## config.mk

```make
export PLATFORM = sky130hd
export DESIGN_NAME = mem_arbiter
export DESIGN_NICKNAME = d
export VERILOG_FILES = /design/src/rtl/mem_arbiter.sv
export SDC_FILE = /design/constraint.sdc
export NUM_CORES = 1
export LEC_CHECK = 0
export ABC_AREA = 1
export CAP_MARGIN = 20
export CORE_AREA = 2 2 97 99
export DETAILED_ROUTE_END_ITERATION = 8
export DIE_AREA = 0 0 99 101
export DONT_BUFFER_PORTS = 1
export GPL_TIMING_DRIVEN = 0
export PLACE_DENSITY_LB_ADDON = 0.25
export RECOVER_POWER = 50
export SLEW_MARGIN = 20
export SYNTH_ARGS = -nofsm -noshare
export SYNTH_HDL_FRONTEND = slang
export SYNTH_SLANG_ARGS = --single-unit
```

## constraint.sdc

```tcl
create_clock -name clk -period 1.4 [get_ports clk]
set_input_delay 0.28 -clock clk [delete_from_list [all_inputs] [get_ports clk]]
set_output_delay 0.28 -clock clk [all_outputs]
set_load 0.02 [all_outputs]
```

## src/rtl/mem_arbiter.sv

```systemverilog
// ============================================================================
// mem_arbiter : two-port (fetch / data) arbiter onto one big-endian memory.
// Optional ARB_FAIR_EN: round-robin tie-break instead of fixed D-over-I.
// Revision: 1.0
// ============================================================================
`default_nettype none

module mem_arbiter #(
  parameter int ADDR_W = 10
) (
  input  logic              clk,
  input  logic              reset,
  input  logic              i_req,
  input  logic [31:0]       i_addr,
  output logic              i_ack,
  output logic [31:0]       i_rdata,
  input  logic              d_req,
  input  logic              d_we,
  input  logic              d_size,
  input  logic [31:0]       d_addr,
  input  logic [31:0]       d_wdata,
  output logic              d_ack,
  output logic [31:0]       d_rdata,
  output logic              d_err,
  output logic [ADDR_W-1:0] mem_addr,
  output logic              mem_we,
  output logic [3:0]        mem_be,
  output logic [31:0]       mem_wdata,
  input  logic [31:0]       mem_rdata,
  output logic              busy
);

  typedef enum logic [1:0] {
    IDLE    = 2'd0,
    SERVE_I = 2'd1,
    SERVE_D = 2'd2
  } state_t;

  state_t              state_q, state_d;
  logic [ADDR_W-1:0]   hold_addr_q, hold_addr_d;
  logic [3:0]          hold_be_q, hold_be_d;
  logic [31:0]         hold_wdata_q, hold_wdata_d;
  logic                hold_we_q, hold_we_d;
  logic                hold_err_q, hold_err_d;
  logic                hold_size_q, hold_size_d;
  logic [1:0]          hold_lane_q, hold_lane_d;
  logic                i_ack_q, i_ack_d;
  logic [31:0]         i_rdata_q, i_rdata_d;
  logic                d_ack_q, d_ack_d;
  logic [31:0]         d_rdata_q, d_rdata_d;
  logic                d_err_q, d_err_d;

  logic        i_elig, d_elig, grant_i, grant_d, tie_d;
  logic        i_bad, d_bad;
  logic [3:0]  d_be;
  logic [31:0] d_wd;
  logic [7:0]  lane_byte;
  logic        serving;

`ifdef ARB_FAIR_EN
  // 0 = fetch granted most recently, 1 = data granted most recently
  logic last_grant_q, last_grant_d;
  assign tie_d = ~last_grant_q;
`else
  assign tie_d = 1'b1;
`endif

  always_comb begin
    i_elig  = i_req && (state_q != SERVE_I);
    d_elig  = d_req && (state_q != SERVE_D);
    grant_d = d_elig && (!i_elig || tie_d);
    grant_i = i_elig && !grant_d;

    i_bad = (i_addr[1:0] != 2'b00) || ((i_addr >> ADDR_W) != 32'd0);
    d_bad = (!d_size && (d_addr[1:0] != 2'b00)) || ((d_addr >> ADDR_W) != 32'd0);
    d_be  = d_size ? (4'b1000 >> d_addr[1:0]) : 4'b1111;
    d_wd  = d_size ? {4{d_wdata[7:0]}} : d_wdata;

    case (hold_lane_q)
      2'd0:    lane_byte = mem_rdata[31:24];
      2'd1:    lane_byte = mem_rdata[23:16];
      2'd2:    lane_byte = mem_rdata[15:8];
      default: lane_byte = mem_rdata[7:0];
    endcase
  end

  always_comb begin
    state_d      = IDLE;
    hold_addr_d  = hold_addr_q;
    hold_be_d    = hold_be_q;
    hold_wdata_d = hold_wdata_q;
    hold_we_d    = hold_we_q;
    hold_err_d   = hold_err_q;
    hold_size_d  = hold_size_q;
    hold_lane_d  = hold_lane_q;
`ifdef ARB_FAIR_EN
    last_grant_d = last_grant_q;
`endif

    if (grant_d) begin
      state_d      = SERVE_D;
      hold_addr_d  = {d_addr[ADDR_W-1:2], 2'b00};
      hold_be_d    = d_be;
      hold_wdata_d = d_wd;
      hold_we_d    = d_we;
      hold_err_d   = d_bad;
      hold_size_d  = d_size;
      hold_lane_d  = d_addr[1:0];
`ifdef ARB_FAIR_EN
      last_grant_d = 1'b1;
`endif
    end else if (grant_i) begin
      state_d      = SERVE_I;
      hold_addr_d  = {i_addr[ADDR_W-1:2], 2'b00};
      hold_be_d    = 4'b1111;
      hold_wdata_d = 32'd0;
      hold_we_d    = 1'b0;
      hold_err_d   = i_bad;
      hold_size_d  = 1'b0;
      hold_lane_d  = 2'd0;
`ifdef ARB_FAIR_EN
      last_grant_d = 1'b0;
`endif
    end

    // Responses are captured at the edge that ends the serve cycle.
    i_ack_d   = (state_q == SERVE_I);
    i_rdata_d = i_rdata_q;
    if (state_q == SERVE_I)
      i_rdata_d = hold_err_q ? 32'd0 : mem_rdata;

    d_ack_d   = (state_q == SERVE_D);
    d_err_d   = (state_q == SERVE_D) && hold_err_q;
    d_rdata_d = d_rdata_q;
    if (state_q == SERVE_D) begin
      if (hold_err_q)
        d_rdata_d = 32'd0;
      else if (hold_size_q)
        d_rdata_d = {24'd0, lane_byte};
      else
        d_rdata_d = mem_rdata;
    end
  end

  always_ff @(posedge clk) begin
    if (reset) begin
      state_q      <= IDLE;
      hold_addr_q  <= '0;
      hold_be_q    <= 4'd0;
      hold_wdata_q <= 32'd0;
      hold_we_q    <= 1'b0;
      hold_err_q   <= 1'b0;
      hold_size_q  <= 1'b0;
      hold_lane_q  <= 2'd0;
      i_ack_q      <= 1'b0;
      i_rdata_q    <= 32'd0;
      d_ack_q      <= 1'b0;
      d_rdata_q    <= 32'd0;
      d_err_q      <= 1'b0;
`ifdef ARB_FAIR_EN
      last_grant_q <= 1'b0;
`endif
    end else begin
      state_q      <= state_d;
      hold_addr_q  <= hold_addr_d;
      hold_be_q    <= hold_be_d;
      hold_wdata_q <= hold_wdata_d;
      hold_we_q    <= hold_we_d;
      hold_err_q   <= hold_err_d;
      hold_size_q  <= hold_size_d;
      hold_lane_q  <= hold_lane_d;
      i_ack_q      <= i_ack_d;
      i_rdata_q    <= i_rdata_d;
      d_ack_q      <= d_ack_d;
      d_rdata_q    <= d_rdata_d;
      d_err_q      <= d_err_d;
`ifdef ARB_FAIR_EN
      last_grant_q <= last_grant_d;
`endif
    end
  end

  assign serving   = (state_q != IDLE);
  assign busy      = serving;
  assign mem_addr  = serving ? hold_addr_q  : '0;
  assign mem_be    = serving ? hold_be_q    : 4'd0;
  assign mem_wdata = serving ? hold_wdata_q : 32'd0;
  // Reset gates the strobe combinationally so a store caught by reset never lands.
  assign mem_we    = (state_q == SERVE_D) & hold_we_q & ~hold_err_q & ~reset;

  assign i_ack   = i_ack_q;
  assign i_rdata = i_rdata_q;
  assign d_ack   = d_ack_q;
  assign d_rdata = d_rdata_q;
  assign d_err   = d_err_q;

endmodule

`default_nettype wire

```

Word level (Yosys, flattened, before mapping). Cells that the tools add are included.

Register bits: 118. Input port bits: 134.

Equality and inequality tests: 6. Shift-type cells: 1. Multiplexer cells: 24. Bitwise logic cells: 5. Reductions and logical operators: 17.

Operators with widths (number): $mux W32 (7); $reduce_bool A32 Y1 (2); $mux W10 (3); $pmux W8 S3 (1); $mux W4 (4); $reduce_bool A2 Y1 (4); $mux W1 (6); $mux W2 (3); $logic_and A1 B1 Y1 (5); $eq A2 B1 Y1 const B (2); $eq A2 B2 Y1 const B (2); $shr A4 B2 Y4 const A (1); $and A1 B1 Y1 (3); $logic_not A1 Y1 (2); $logic_not A2 Y1 (1); $logic_or A1 B1 Y1 (2); $ne A2 B1 Y1 const B (1); $ne A2 B2 Y1 const B (1); $not A1 Y1 (2); $reduce_or A2 Y1 (1).

Longest topological paths before layout.
Depth in word-level cells: 6. Mapped depth: 10. Gate-level depth less buffers: 9.

Worst setup path after synthesis. No wires, ideal clock.

Path type: reg-to-output. From: reg state_q[0]. To: out mem_we. Arrival time: 1246 ps. Data required time: 1120 ps. Setup slack: -126 ps. Stages on the path, launching flop included: 6. Buffers on the path: 2. Path through: dfxtp_1 -> inv_1 -> nand2_1 -> buf_2 -> buf_2 -> nor3_1.

Longest elaborated chain between the ends: 4.

Ends and longest elaborated chain: from (decl) (RTL line 39) `state_t state_q, state_d;`; from (signal assigned) (RTL line 164) `state_q <= state_d;`; $eq A2 B2 Y1 (RTL line 189) `assign mem_we = (state_q == SERVE_D) & hold_we_q & ~hold_err_q & ~reset;`; $and A1 B1 Y1 (3 in series) (RTL line 189); to (decl) (RTL line 26) `output logic mem_we,`.

No other way between the ends.

Final worst setup path.
From: reg state_q[1]. To: out mem_wdata[14].

Longest elaborated chain between the ends: 2.

Ends and longest elaborated chain: $reduce_bool A2 Y1 (RTL line 183) `assign serving = (state_q != IDLE);`; $mux W32 (RTL line 187) `assign mem_wdata = serving ? hold_wdata_q : 32'd0;`; to (decl) (RTL line 28) `output logic [31:0] mem_wdata,`.

No other way between the ends.

==> flow_summary_export.csv <==
group,metric,value,unit
placement,dpl.hpwl,12000,um
placement,placed_area,5370,sq um
cts,cts_tree,"yes",
floorplan,row_count,35,
cts,clock-sinks,118,
global_route,grt_pass1_wl,28400,um
global_route,grt_use_met3,11.4,%
cts,cts.clk_slew.worst_paths,60,ps
cts,numCtsBuffers,17,
placement,place_inst,877,
detailed_routing,drt_wl_total,20400,um
logic_synthesis,syn_area_per_cell,6.83,sq um
status,status,"finished with violations",
detailed_routing,first_pass_iters,7,
placement,portBuffers,0,
cts,root_buffer,"clkbuf_8",
floorplan,dieArea,10000,sq um
timing,fin_crit_sh,126,%
critical_path,required,1120,ps
timing,relSlewSlack,46.8,%
timing,clock_skew,12.9,ps
detailed_routing,wire_per_inst,20.4,um
detailed_routing,drtIter0Drc,355,
logic_synthesis,ys_seq_area_share,45.2,%
layout,num-nets-final,1008,
critical_path,end_kind,"output port",
logic_synthesis,synth_seq_cells,118,
global_route,met2_usage,63.3,%
status,violations,"negative setup slack",
layout,mostFrequentLayoutCell,"nand2_1",
layout,syn_to_final_growth,46.4,%
critical_path,cp_max_fo,10,
pwr,power,9.68,mW
floorplan,core_area,8980,sq um
detailed_routing,via_per_inst,6.00,
timing,rsz0062_at_grt,"true",
floorplan,die_w,99,um
detailed_routing,ant_nets,0,
timing,hold_viol_final,0,
placement,place_congestion,0.903,
pwr,ir_drop,0.805,mV
pwr,p_leak,2.94,nW
floorplan,die_h,101,um
critical_path,crit_arrival,1480,ps
global_route,antenna_found_initial,0,
layout,layout_common_cells,"149 x nand2_1, 115 x dfxtp_1, 89 x inv_1",
timing,setup_ws,-364,ps
global_route,busiest_layer,"met2",
logic_synthesis,synth-warning-count,0,
floorplan,ioPinCount,249,
detailed_routing,drc,0,
global_route,grt_usage,36.6,%
pwr,powerDensity,1270,nW/um^2
timing,tightestPinTransition,798,ps
hold_path,hp-class,"in -> reg",
layout,finalNonFillerCells,998,
placement,post-place-ws,-452,ps
layout,final_cell_area,7650,sq um
layout,drive_above_1_share,22.9,%
cts,htreeDepth,4,
timing,setup_tns,-27290,ps
logic_synthesis,netlist_instances,765,
timing,fmax,567,MHz
detailed_routing,vias,5984,
cts,insertion_delay,530,ps
timing,slew_viol_final,0,
global_route,grt_pass1_vias,5586,
global_route,grt_max_degree,17,
timing,setup_viol_count_final,137,
logic_synthesis,syn-cell-area,5220,sq um
timing,hold_slack,15.8,ps
critical_path,worst_setup_path_start_kind,"flip-flop",
critical_path,critPathKind,"reg -> out",
logic_synthesis,synth_cell_types,25,
floorplan,initial_utilization,58.2,%
global_route,overflow,0,
hold_path,hold_path_depth,2,
cts,cts.path.max_buffers,2,
layout,diodes,0,
timing,period_needed,1760,ps
layout,utilization,85.2,%
critical_path,reg2reg_depth,8,
job,drv_cap,0,
global_route,use_met1,41.6,%
==> Yosys cell counts <==
cell type | number | share of area, %
nand2_1 | 155 | 11
dfxtp_1 | 118 | 45
nor2_1 | 117 | 8.4
a21oi_1 | 97 | 9.3
inv_1 | 91 | 6.5
o21ai_0 | 50 | 4.8
nand3_1 | 45 | 4.3
clkbuf_1 | 25 | 1.8
o31ai_1 | 16 | 2.3
buf_2 | 13 | 1.2
a22oi_1 | 8 | 1.2
buf_4 | 5 | 0.72
a211oi_1 | 3 | 0.43
buf_1 | 3 | 0.22
nand2_2 | 3 | 0.36
nor3_1 | 3 | 0.29
buf_6 | 2 | 0.43
inv_2 | 2 | 0.14
nor2_2 | 2 | 0.24
o32ai_1 | 2 | 0.34
and2_0 | 1 | 0.12
clkinv_1 | 1 | 0.072
conb_1 | 1 | 0.072
nor2_4 | 1 | 0.22
or2_2 | 1 | 0.12
==> critical path, stage by stage, from the launching register on <==
cell	delay, ps
dfxtp_4	390
nor2_4	40
buf_12	140
clkbuf_16	190
nor2_4	180
==> final cells by class <==
class | count | area [sq um]
clock inverter | 14 | 176
buffer | 47 | 360
sequential | 118 | 2370
fill | 483 | 1330
inverter | 94 | 359
multi-input combinational | 507 | 2910
clock buffer | 18 | 418
tap | 111 | 139
timing repair buffer | 89 | 908
==> state kept, by name, indices dropped and copies added (netlist names) <==
register      count
hold_wdata_q     32
state_q           2
hold_err_q        1
i_rdata          32
hold_be_q         4
d_rdata          32
hold_addr_q       8
hold_lane_q       2
d_err             1
d_ack             1
i_ack             1
hold_size_q       1
hold_we_q         1
==> report_power, final <==
part	leakage, nW	switching, mW	internal (mW)
Combinational	1.69	0.926	0.578
Sequential	0.966	0.226	3.54
Clock	0.286	1.69	2.73
==> kinds of logic (layout without fill, tap and decap cells) <==
group | count (synthesis) | count (layout) | share of synthesized area [%]
compound gates | 176 | 176 | 18.3
buf+inv | 142 | 262 | 11.2
flops | 118 | 118 | 45.2
simple gates | 328 | 329 | 25.2
other cells | 1 | 2 | 0.0718
==> path summary, 6_finish.rpt <==
path,startpoint,to,slack [ps]
setup reg to reg,state_q[0]$_SDFF_PP0_,hold_addr_q[9]$_SDFFE_PP0P_,-330
setup / recovery,state_q[1]$_SDFF_PP0_,mem_wdata[14],-360
hold / removal,d_addr[1],hold_be_q[1]$_SDFFE_PP0P_,20
hold reg to reg,hold_wdata_q[13]$_SDFFE_PP0P_,hold_wdata_q[13]$_SDFFE_PP0P_,470
==> what timing repair did <==
action | CTS | global route
setup buffers | 10 | 9
hold buffers | 64 | 0
gates resized for setup | 122 | 102
pin swaps | 5 | 23
setup endpoints to repair | 58 | 146
cloned | 4 | 3
endpoints found under the hold margin | 78 | 0
==> metal layers <==
layer	share of wire [%]	vias up
li1	-	2665
met1	35	2783
met2	50	458
met3	11	78
met4	4.1	0
met5	0	-
No activity file was read; power rests on OpenSTA's default activity.
